===== src/rtl/int_pkg.sv =====
// Shared definitions for the 8051 interrupt scheduler: source indices,
// vector layout, FSM state encoding and the vector-address helper.
package int_pkg;

    localparam int NSRC = 5;

    localparam logic [2:0] SRC_IE0 = 3'd0;
    localparam logic [2:0] SRC_TF0 = 3'd1;
    localparam logic [2:0] SRC_IE1 = 3'd2;
    localparam logic [2:0] SRC_TF1 = 3'd3;
    localparam logic [2:0] SRC_SER = 3'd4;

    localparam logic [15:0] VEC_BASE   = 16'h0003;
    localparam logic [15:0] VEC_STRIDE = 16'd8;

    typedef enum logic {
        IDLE = 1'b0,
        PEND = 1'b1
    } state_t;

    // LCALL target for a source index; the largest index yields 16'h0023,
    // so 16-bit arithmetic never wraps.
    function automatic logic [15:0] vec_of(input logic [2:0] src);
        return VEC_BASE + VEC_STRIDE * {13'b0, src};
    endfunction

endpackage


===== src/rtl/int_sched_if.sv =====
// Bundle of request, priority, CPU handshake and status signals between
// IntControl / the CPU sequencer (master) and the scheduler (slave).
interface int_sched_if;
    import int_pkg::*;

    logic [NSRC-1:0] req;
    logic            ea;
    logic [NSRC-1:0] ip;
    logic            boundary;
    logic            hold;
    logic            int_ack;
    logic            reti;
    logic            int_req;
    logic [15:0]     int_vec;
    logic [2:0]      int_src;
    logic [3:0]      clr_flag;
    logic [1:0]      in_svc;

    modport master (
        output req, ea, ip, boundary, hold, int_ack, reti,
        input  int_req, int_vec, int_src, clr_flag, in_svc
    );

    modport slave (
        input  req, ea, ip, boundary, hold, int_ack, reti,
        output int_req, int_vec, int_src, clr_flag, in_svc
    );

endinterface


===== src/rtl/int_prio_enc.sv =====
// Combinational priority encoder: reports the lowest set bit index of an
// N-bit request set, plus whether any bit is set.
module int_prio_enc #(
    parameter int N  = 5,
    parameter int IW = 3
) (
    input  logic [N-1:0]  set,
    output logic [IW-1:0] idx,
    output logic          vld
);

    // Scan from the top down so the lowest set index is the last to write idx.
    always_comb begin
        idx = '0;
        vld = |set;
        for (int i = N - 1; i >= 0; i--) begin
            if (set[i]) begin
                idx = IW'(i);
            end
        end
    end

endmodule


===== src/rtl/int_sched.sv =====
// 8051 interrupt scheduler: samples enable-gated requests, resolves the
// two-level priority with fixed polling order, tracks in-service levels for
// nesting, and hands a vector to the CPU with an LCALL/RETI handshake.
module int_sched
    import int_pkg::*;
(
    input  logic       clk,
    input  logic       rst,
    int_sched_if.slave bus
);

    state_t          state, state_nxt;
    logic [NSRC-1:0] req_q;
    logic [NSRC-1:0] hi_set, lo_set;
    logic [2:0]      hi_idx, lo_idx, sel_idx;
    logic            hi_vld, lo_vld;
    logic            launch, ack_fire;
    logic            ip_lat;
    logic [1:0]      svc_q, svc_nxt;
    logic            int_req_q;
    logic [15:0]     vec_q;
    logic [2:0]      src_q;
    logic [3:0]      clr_q;

    // Sample the gated request lines only while idle; a pending vector freezes them.
    always_ff @(posedge clk) begin
        if (rst) begin
            req_q <= '0;
        end else if (state == IDLE) begin
            req_q <= bus.req & {NSRC{bus.ea}};
        end
    end

    // Eligibility from the registered in-service bits: high level blocks all,
    // low level admits only high-priority sources.
    always_comb begin
        hi_set = svc_q[1] ? '0 : (req_q & bus.ip);
        lo_set = (|svc_q) ? '0 : (req_q & ~bus.ip);
    end

    int_prio_enc #(.N(NSRC), .IW(3)) u_enc_hi (
        .set (hi_set),
        .idx (hi_idx),
        .vld (hi_vld)
    );

    int_prio_enc #(.N(NSRC), .IW(3)) u_enc_lo (
        .set (lo_set),
        .idx (lo_idx),
        .vld (lo_vld)
    );

    assign sel_idx = hi_vld ? hi_idx : lo_idx;

    // FSM state register.
    always_ff @(posedge clk) begin
        if (rst) begin
            state <= IDLE;
        end else begin
            state <= state_nxt;
        end
    end

    // Next state: vector at an unheld boundary, return to idle on LCALL ack.
    always_comb begin
        state_nxt = state;
        launch    = 1'b0;
        ack_fire  = 1'b0;
        case (state)
            IDLE: begin
                if (bus.boundary && !bus.hold && (hi_vld || lo_vld)) begin
                    launch    = 1'b1;
                    state_nxt = PEND;
                end
            end
            PEND: begin
                if (bus.int_ack) begin
                    ack_fire  = 1'b1;
                    state_nxt = IDLE;
                end
            end
            default: state_nxt = IDLE;
        endcase
    end

    // In-service update: RETI retires the highest active level first, then
    // an acknowledge marks the level of the vector just taken.
    always_comb begin
        svc_nxt = svc_q;
        if (bus.reti) begin
            if (svc_nxt[1]) begin
                svc_nxt[1] = 1'b0;
            end else begin
                svc_nxt[0] = 1'b0;
            end
        end
        if (ack_fire) begin
            svc_nxt[ip_lat] = 1'b1;
        end
    end

    // In-service register.
    always_ff @(posedge clk) begin
        if (rst) begin
            svc_q <= 2'b00;
        end else begin
            svc_q <= svc_nxt;
        end
    end

    // Vector latch, request flag and one-cycle hardware-clear strobes; the
    // serial source has no hardware-cleared flag.
    always_ff @(posedge clk) begin
        if (rst) begin
            int_req_q <= 1'b0;
            vec_q     <= 16'h0000;
            src_q     <= 3'd0;
            ip_lat    <= 1'b0;
            clr_q     <= 4'b0000;
        end else begin
            clr_q <= (ack_fire && (src_q < SRC_SER)) ? (4'b0001 << src_q[1:0]) : 4'b0000;
            if (launch) begin
                int_req_q <= 1'b1;
                src_q     <= sel_idx;
                vec_q     <= vec_of(sel_idx);
                ip_lat    <= hi_vld;
            end else if (ack_fire) begin
                int_req_q <= 1'b0;
            end
        end
    end

    assign bus.int_req  = int_req_q;
    assign bus.int_vec  = vec_q;
    assign bus.int_src  = src_q;
    assign bus.clr_flag = clr_q;
    assign bus.in_svc   = svc_q;

endmodule

===== src/flat_wrapper.sv =====
// flat-port wrapper written by rule: the top's interface ports become plain ports
module int_sched_flat import int_pkg::*;
  (clk, rst, bus_req, bus_ea, bus_ip, bus_boundary, bus_hold, bus_int_ack, bus_reti, bus_int_req, bus_int_vec, bus_int_src, bus_clr_flag, bus_in_svc);
  int_sched_if bus_i ();
  input  logic clk;
  input  logic rst;
  input wire logic [$bits(bus_i.req)-1:0] bus_req;
  input wire logic [$bits(bus_i.ea)-1:0] bus_ea;
  input wire logic [$bits(bus_i.ip)-1:0] bus_ip;
  input wire logic [$bits(bus_i.boundary)-1:0] bus_boundary;
  input wire logic [$bits(bus_i.hold)-1:0] bus_hold;
  input wire logic [$bits(bus_i.int_ack)-1:0] bus_int_ack;
  input wire logic [$bits(bus_i.reti)-1:0] bus_reti;
  output wire logic [$bits(bus_i.int_req)-1:0] bus_int_req;
  output wire logic [$bits(bus_i.int_vec)-1:0] bus_int_vec;
  output wire logic [$bits(bus_i.int_src)-1:0] bus_int_src;
  output wire logic [$bits(bus_i.clr_flag)-1:0] bus_clr_flag;
  output wire logic [$bits(bus_i.in_svc)-1:0] bus_in_svc;
  assign bus_i.req = bus_req;
  assign bus_i.ea = bus_ea;
  assign bus_i.ip = bus_ip;
  assign bus_i.boundary = bus_boundary;
  assign bus_i.hold = bus_hold;
  assign bus_i.int_ack = bus_int_ack;
  assign bus_i.reti = bus_reti;
  assign bus_int_req = bus_i.int_req;
  assign bus_int_vec = bus_i.int_vec;
  assign bus_int_src = bus_i.int_src;
  assign bus_clr_flag = bus_i.clr_flag;
  assign bus_in_svc = bus_i.in_svc;
  int_sched u_core (.clk(clk), .rst(rst), .bus(bus_i));
endmodule

===== config.mk =====
export PLATFORM = sky130hd
export DESIGN_NAME = int_sched_flat
export DESIGN_NICKNAME = d
export VERILOG_FILES = /design/src/rtl/int_pkg.sv /design/src/rtl/int_sched_if.sv /design/src/rtl/int_prio_enc.sv /design/src/rtl/int_sched.sv /design/src/flat_wrapper.sv
export SDC_FILE = /design/constraint.sdc
export NUM_CORES = 1
export LEC_CHECK = 0
export CORE_MARGIN = 10
export CORE_UTILIZATION = 41
export CTS_CLUSTER_DIAMETER = 120
export DETAILED_ROUTE_END_ITERATION = 12
export PLACE_DENSITY = 0.85
export SYNTH_ARGS = -nofsm -noshare
export SYNTH_HDL_FRONTEND = slang
export SYNTH_SLANG_ARGS = --single-unit
export TNS_END_PERCENT = 5

===== constraint.sdc =====
create_clock -name clk -period 1.9 [get_ports clk]
set_clock_uncertainty 0.05 [all_clocks]
set_input_delay 0.19 -clock clk [delete_from_list [all_inputs] [get_ports clk]]
set_output_delay 0.19 -clock clk [all_outputs]
set_load 0.05 [all_outputs]

==> impl_metrics.py, run 1 <==
metrics = {
    "global_routing": {
        "globalRouteMet2Util_pct": 19.4,
        "overflow": 0,
        "grt_use_met3_pct": 1.96,
        "met1_usage_pct": 10.2,
        "track_usage_pct": 10.7,
        "grt_max_degree": 15,
        "grt_pass1_vias": 869,
        "grt_pass1_wl_um": 3840,
        "grt.busiest_layer": "met2",
        "antenna_found_initial": 0,
    },
    "run": {
        "cap_violations": 0,
    },
    "die": {
        "die-area_um2": 4680,
        "row_count": 17,
        "die_h_um": 68.4,
        "die_w_um": 68.4,
        "start_util_pct": 43.4,
        "core_um2": 2210,
        "ios": 43,
    },
    "power": {
        "power_frac_comb_pct": 26.5,
        "p_int_w": 0.000595,
        "vdd_drop_max_v": 0.000440,
        "power.switching_w": 0.000271,
        "p_sw_share_pct": 31.2,
        "power_density_nw_per_um2": 659,
        "clockPowerShare_pct": 26.6,
        "power.leakage_nw": 0.507,
        "seq_power_share_pct": 46.9,
    },
    "layout": {
        "layout_common_cells": "29 x clkdlybuf4s50_1, 17 x dfxtp_1, 11 x conb_1, 11 x buf_4, 10 x nor2_1",
        "antenna_cells": 0,
        "layout_commonest_cell": "clkdlybuf4s50_1",
        "fillers": 177,
        "syn_to_final_growth_pct": 36.7,
        "drive_above_1_share_pct": 17.7,
        "nNetsFinal": 159,
        "final_core_util_pct": 59.4,
    },
    "clocking": {
        "post_cts_resized": 0,
        "htreeDepth": 1,
        "clk_latency_ns": 0.29,
        "holdBufCountCts": 0,
        "clock_path_buffers": 2,
        "root_buffer": "clkbuf_4",
        "clkTransAtPathRegs_ns": 0.09,
        "cts_buffers": 3,
        "postCtsSetupBuffers": 0,
        "tritoncts": "yes",
        "clkSinkCount": 18,
    },
    "sta": {
        "period_share_pct": 96.3,
        "relSlewSlack_pct": 65.9,
        "report.final.setup_viol": 0,
        "max_freq_mhz": 546,
        "post-route-min-period_ns": 1.83,
        "worst_slew_pin_slew_ns": 0.510,
        "finalMaxSlewViolations": 0,
        "rsz0062_at_grt": "no",
        "fin_hold_ws_ns": 0.420,
        "hold_viol_final": 0,
    },
    "status": {
        "status": "completed",
    },
    "routing": {
        "drt-initial-drc-count": 22,
        "drc": 0,
        "firstDrtPassIters": 4,
        "antenna_left": 0,
        "routed_wl_um": 2490,
        "detail_route.vias_per_cell": 5.15,
        "drt-wirelength-per-cell_um": 14.7,
        "num_vias": 871,
    },
    "setup_path": {
        "required_ns": 2.07,
        "critPathKind": "in2reg",
        "crit_start": "bus_ip[1]",
        "reg2reg_slack_ns": 0.10,
        "arrival_ns": 2.00,
        "reg2reg_from": "u_core.req_q[1]$_SDFFE_PP0N_",
        "worstSetupEndpointType": "flip-flop",
        "crit_fanout": 7,
        "rr_endpoint": "u_core.ip_lat$_SDFFE_PP0P_",
        "cp-endpoint": "u_core.ip_lat$_SDFFE_PP0P_",
        "cp-start-kind": "input port",
        "r2r_cells": 6,
    },
    "placed_design": {
        "place_congestion": 0.919,
        "hpwl_um": 2050,
        "numPortBuffers": 31,
    },
    "logic_synthesis": {
        "ys_seq_area_share_pct": 37.5,
        "avgSynthCellArea_um2": 9.15,
        "yosys_warnings": 0,
        "synth_seq_cells": 18,
        "yosys.cell_types.count": 35,
        "synthCells": 105,
        "syn_area_um2": 961,
    },
    "min_path": {
        "hold_depth": 2,
        "hp-class": "reg2reg",
    },
}
## logic make-up (layout without fill, tap and decap cells)
| kind of cell | count (synthesis) | after routing | synth area share, % |
|---|---|---|---|
| AOI/OAI and AO/OA | 26 | 26 | 22.9 |
| buffers and inverters | 21 | 47 | 15.0 |
| DFF | 18 | 18 | 37.5 |
| other | 1 | 11 | 0.390 |
| and+or+nand+nor | 39 | 39 | 24.2 |
## registers in the layout, indices dropped and copies added (netlist names)
| signal | count |
|---|---|
| u_core.bus.int_req | 1 |
| u_core.bus.in_svc | 2 |
| u_core.req_q | 5 |
| u_core.ip_lat | 1 |
| u_core.bus.int_vec | 1 |
| u_core.state | 1 |
| u_core.bus.clr_flag | 4 |
| u_core.bus.int_src | 3 |
## cells in the mapped netlist (all sizes together)
master / n / area, um2
buf: 17 / 129
conb: 1 / 3.75
nor2b: 4 / 25.0
o21a: 1 / 7.51
a21boi: 1 / 18.8
nand2b: 3 / 18.8
o21ai: 2 / 10.0
a31oi: 2 / 12.5
o32a: 1 / 10.0
nor2: 11 / 48.8
inv: 3 / 11.3
nor3b: 2 / 20.0
or4: 1 / 7.51
nand2: 9 / 33.8
a22oi: 7 / 57.6
dfxtp: 18 / 360
a41oi: 1 / 16.3
or3: 1 / 6.26
nand3b: 1 / 7.51
a211oi: 1 / 7.51
nor3: 3 / 20.0
a21oi: 7 / 35.0
a32oi: 2 / 17.5
or2: 1 / 6.26
and3: 1 / 6.26
clkbuf: 1 / 3.75
o41ai: 1 / 27.5
nor4b: 2 / 32.5
## metal layers
metal,vias up,wire [um]
met5,-,0
met4,0,97
met3,8,236
met2,50,1250
met1,394,906
li1,419,-
## critical path, cell delays in order
cell and delay, ns:
clkdlybuf4s50_1 0.51, buf_4 0.14, nor2b_2 0.05, o21a_1 0.21, o41ai_4 0.51, buf_4 0.21
a22oi_1 0.06, nor2_1 0.11
## power groups by stage
stage	Clock (W)	Combinational [W]	Sequential (W)
3_3_place_gp	0	0.000223	0.000413
3_5_place_dp	0	0.000228	0.000415
4_1_cts	0.000232	0.000228	0.000406
6_report	0.000230	0.000230	0.000406
5_1_grt	0.000251	0.000244	0.000408
2_1_floorplan	0	0.000145	0.000433
## final cells by class
class,count,area [um2],share of cell area (%)
multi-input cells,76,497,37.8
well taps,28,35.0,2.67
inverters,3,11.3,0.857
flip-flops and latches,18,362,27.5
clock buffers,4,36.3,2.76
repair buffers,40,373,28.4
## metrics by stage
step / instances / worst slack, ns / instance area, um2 / TNS, ns / total power (W)
floorplan: 115 / 0.00364 / 1000 / 0 / 0.000578
global placement: 165 / -0.105 / 1270 / -0.434 / 0.000636
detailed placement: 165 / -0.248 / 1270 / -1.29 / 0.000642
CTS: 169 / 0.0433 / 1310 / 0 / 0.000866
global route: 169 / 0.00157 / 1310 / 0 / 0.000903
finish: 169 / 0.0699 / 1310 / 0 / 0.000866
## worst min-delay path by stage
stage	startpoint	end	slack, ns
after floorplan	rst	u_core.bus.in_svc[0]$_SDFF_PP0_	0.21
after global placement	u_core.bus.int_req$_SDFFE_PP0P_	u_core.bus.int_req$_SDFFE_PP0P_	0.41
after detailed placement	u_core.bus.int_req$_SDFFE_PP0P_	u_core.bus.int_req$_SDFFE_PP0P_	0.41
after CTS	u_core.bus.int_req$_SDFFE_PP0P_	u_core.bus.int_req$_SDFFE_PP0P_	0.42
after global routing	u_core.bus.int_vec[1]$_SDFFE_PP0P_	u_core.bus.int_vec[1]$_SDFFE_PP0P_	0.45
final	u_core.bus.int_req$_SDFFE_PP0P_	u_core.bus.int_req$_SDFFE_PP0P_	0.42
Power figures use the tool's default switching activity.
==> run 2, diff against run 1 <==
--- a/config.mk
+++ b/config.mk
@@ -6,10 +6,10 @@
 export NUM_CORES = 1
 export LEC_CHECK = 0
 export CORE_MARGIN = 10
-export CORE_UTILIZATION = 41
+export CORE_UTILIZATION = 30
 export CTS_CLUSTER_DIAMETER = 120
 export DETAILED_ROUTE_END_ITERATION = 12
-export PLACE_DENSITY = 0.85
+export PLACE_DENSITY = 0.67
 export SYNTH_ARGS = -nofsm -noshare
 export SYNTH_HDL_FRONTEND = slang
 export SYNTH_SLANG_ARGS = --single-unit
==> run 2 against run 1 <==
Fmax increased by 0.41%. Total power increased by 0.76%. Sequential cell count is the same. Cell area is 2.3% higher. Critical endpoint is now bus_int_src[1]. Utilization decreased by 15 points. Count of clock-buffer cells in the layout unchanged. Clock power up 3%. Highest routed layer unchanged. Combinational power hardly changed.
==> impl_metrics.py, run 2 (synthesis results as in run 1) <==
metrics = {
    "min_path": {
        "min_to": "u_core.bus.int_req$_SDFFE_PP0P_",
        "min-delay-start": "u_core.bus.int_req$_SDFFE_PP0P_",
        "hold_depth": 2,
        "hp-class": "reg2reg",
    },
    "global_routing": {
        "grt_pass1_wl_um": 3910,
        "track_usage_pct": 8.11,
        "antenna_found_initial": 0,
        "grt_use_met3_pct": 4.36,
        "globalRouteMet2Util_pct": 14.5,
        "met1_usage_pct": 7.16,
        "grt_pass1_vias": 873,
        "grt_max_degree": 15,
        "grt.busiest_layer": "met2",
        "overflow": 0,
    },
    "routing": {
        "antenna_left": 0,
        "firstDrtPassIters": 4,
        "drt-initial-drc-count": 31,
        "routed_wl_um": 2440,
        "drc": 0,
        "drt-wirelength-per-cell_um": 13.1,
        "detail_route.vias_per_cell": 4.69,
        "num_vias": 873,
    },
    "setup_path": {
        "cp-start-kind": "flip-flop",
        "path_buf_inv": 1,
        "reg2reg_from": "u_core.req_q[1]$_SDFFE_PP0N_",
        "crit_fanout": 7,
        "critPathKind": "reg2out",
        "arrival_ns": 1.58,
        "cp_cell_sequence": "clkdlybuf4s50_1",
        "rr_endpoint": "u_core.bus.int_src[1]$_SDFFE_PP0P_",
        "max_stage_delay_ns": 0.85,
        "required_ns": 1.66,
        "worstSetupEndpointType": "primary output",
        "path_delay_family": "buffers and inverters",
        "r2r_cells": 6,
        "crit_slowest_cell": "clkdlybuf4s50_1",
        "reg2reg_slack_ns": 0.13,
    },
    "placed_design": {
        "place_congestion": 0.780,
        "pre_cts_slack_ns": -0.142,
        "hpwl_um": 2110,
        "place_inst": 182,
        "numPortBuffers": 31,
        "placed_cell_area_um2": 1300,
    },
    "power": {
        "vdd_drop_max_v": 0.000248,
        "power.leakage_nw": 0.546,
        "power_density_nw_per_um2": 649,
    },
    "die": {
        "die_h_um": 76.6,
        "die_w_um": 76.6,
        "die-area_um2": 5870,
        "ios": 43,
        "row_count": 20,
        "core_um2": 3050,
        "start_util_pct": 31.5,
    },
    "layout": {
        "design_area_um2": 1340,
        "layout_common_cells": "27 x clkdlybuf4s50_1, 17 x dfxtp_1, 12 x buf_4",
        "multi_input_area_um2": 494,
        "largest_register_ffs": 5,
        "antenna_cells": 0,
        "nNetsFinal": 160,
        "layout_commonest_cell": "clkdlybuf4s50_1",
        "regMostFlops": "u_core.req_q",
        "final_cell_count_no_fill": 186,
        "fillers": 312,
        "drive_above_1_share_pct": 17.6,
        "final_core_util_pct": 44.0,
        "syn_to_final_growth_pct": 39.8,
        "seqCellArea_um2": 362,
    },
    "sta": {
        "rsz0062_at_grt": "no",
        "post-route-min-period_ns": 1.82,
        "fin_ws_ns": 0.0774,
        "finalMaxSlewViolations": 0,
        "hold_viol_final": 0,
        "period_share_pct": 95.9,
        "relSlewSlack_pct": 65.6,
        "worst_slew_pin_slew_ns": 0.515,
        "max_freq_mhz": 549,
        "report.final.setup_viol": 0,
        "finalSetupTns_ns": 0,
    },
    "clocking": {
        "clkSinkCount": 18,
        "clk_latency_ns": 0.30,
        "clock_path_buffers": 2,
        "htreeDepth": 1,
        "root_buffer": "clkbuf_4",
        "clkTransAtPathRegs_ns": 0.10,
        "tritoncts": "yes",
        "cts_buffers": 3,
    },
    "status": {
        "status": "completed",
    },
    "run": {
        "cap_violations": 0,
    },
}
## run 2: how the worst max path moves through the flow
stage	start	cells after the start	endpoint	slack (ns)
CTS	u_core.bus.int_src[0]$_SDFFE_PP0P_	1	bus_int_vec[3]	0.04
global route	u_core.bus.int_src[1]$_SDFFE_PP0P_	1	bus_int_src[1]	0.006
finish	u_core.bus.int_src[1]$_SDFFE_PP0P_	1	bus_int_src[1]	0.08
floorplan	u_core.bus.in_svc[0]$_SDFF_PP0_	5	u_core.bus.int_src[2]$_SDFFE_PP0P_	0.004
detailed placement	bus_ip[1]	7	u_core.bus.int_src[1]$_SDFFE_PP0P_	-0.14
global placement	bus_ip[1]	7	u_core.bus.int_src[2]$_SDFFE_PP0P_	-0.11
## run 2: per-stage QoR
step           total power [W]  hold WS [ns]
6_report              0.000872         0.420
3_5_place_dp          0.000644         0.413
3_3_place_gp          0.000640         0.406
5_1_grt               0.000911         0.462
2_1_floorplan         0.000578         0.209
4_1_cts               0.000879         0.426
## run 2: area by class of cell
cell class              count  area share (%)
multi-input cells          76            36.8
flip-flops and latches     18            26.9
clock buffers               4            2.70
inverters                   3           0.838
repair buffers             41            28.7
well taps                  44            4.10
## run 2: repair_timing
action                                  CTS  global route
hold buffers                              0             0
buffers inserted                          0             0
endpoints found under the hold margin     0             0
gates resized for setup                   0             2
endpoints found under the setup margin    0             2
## run 2: power breakdown
group          total [W]  internal [W]  switching, W
logic           0.000230     0.0000890      0.000141
clock network   0.000237      0.000117      0.000120
registers       0.000405      0.000391     0.0000142
## run 2: metal layers
metal | part of all wire [%] | up-vias | wire [um]
li1 | - | 424 | -
met1 | 36 | 405 | 876
met2 | 51 | 38 | 1250
met3 | 11 | 6 | 265
met4 | 1.8 | 0 | 45
met5 | 0 | - | 0
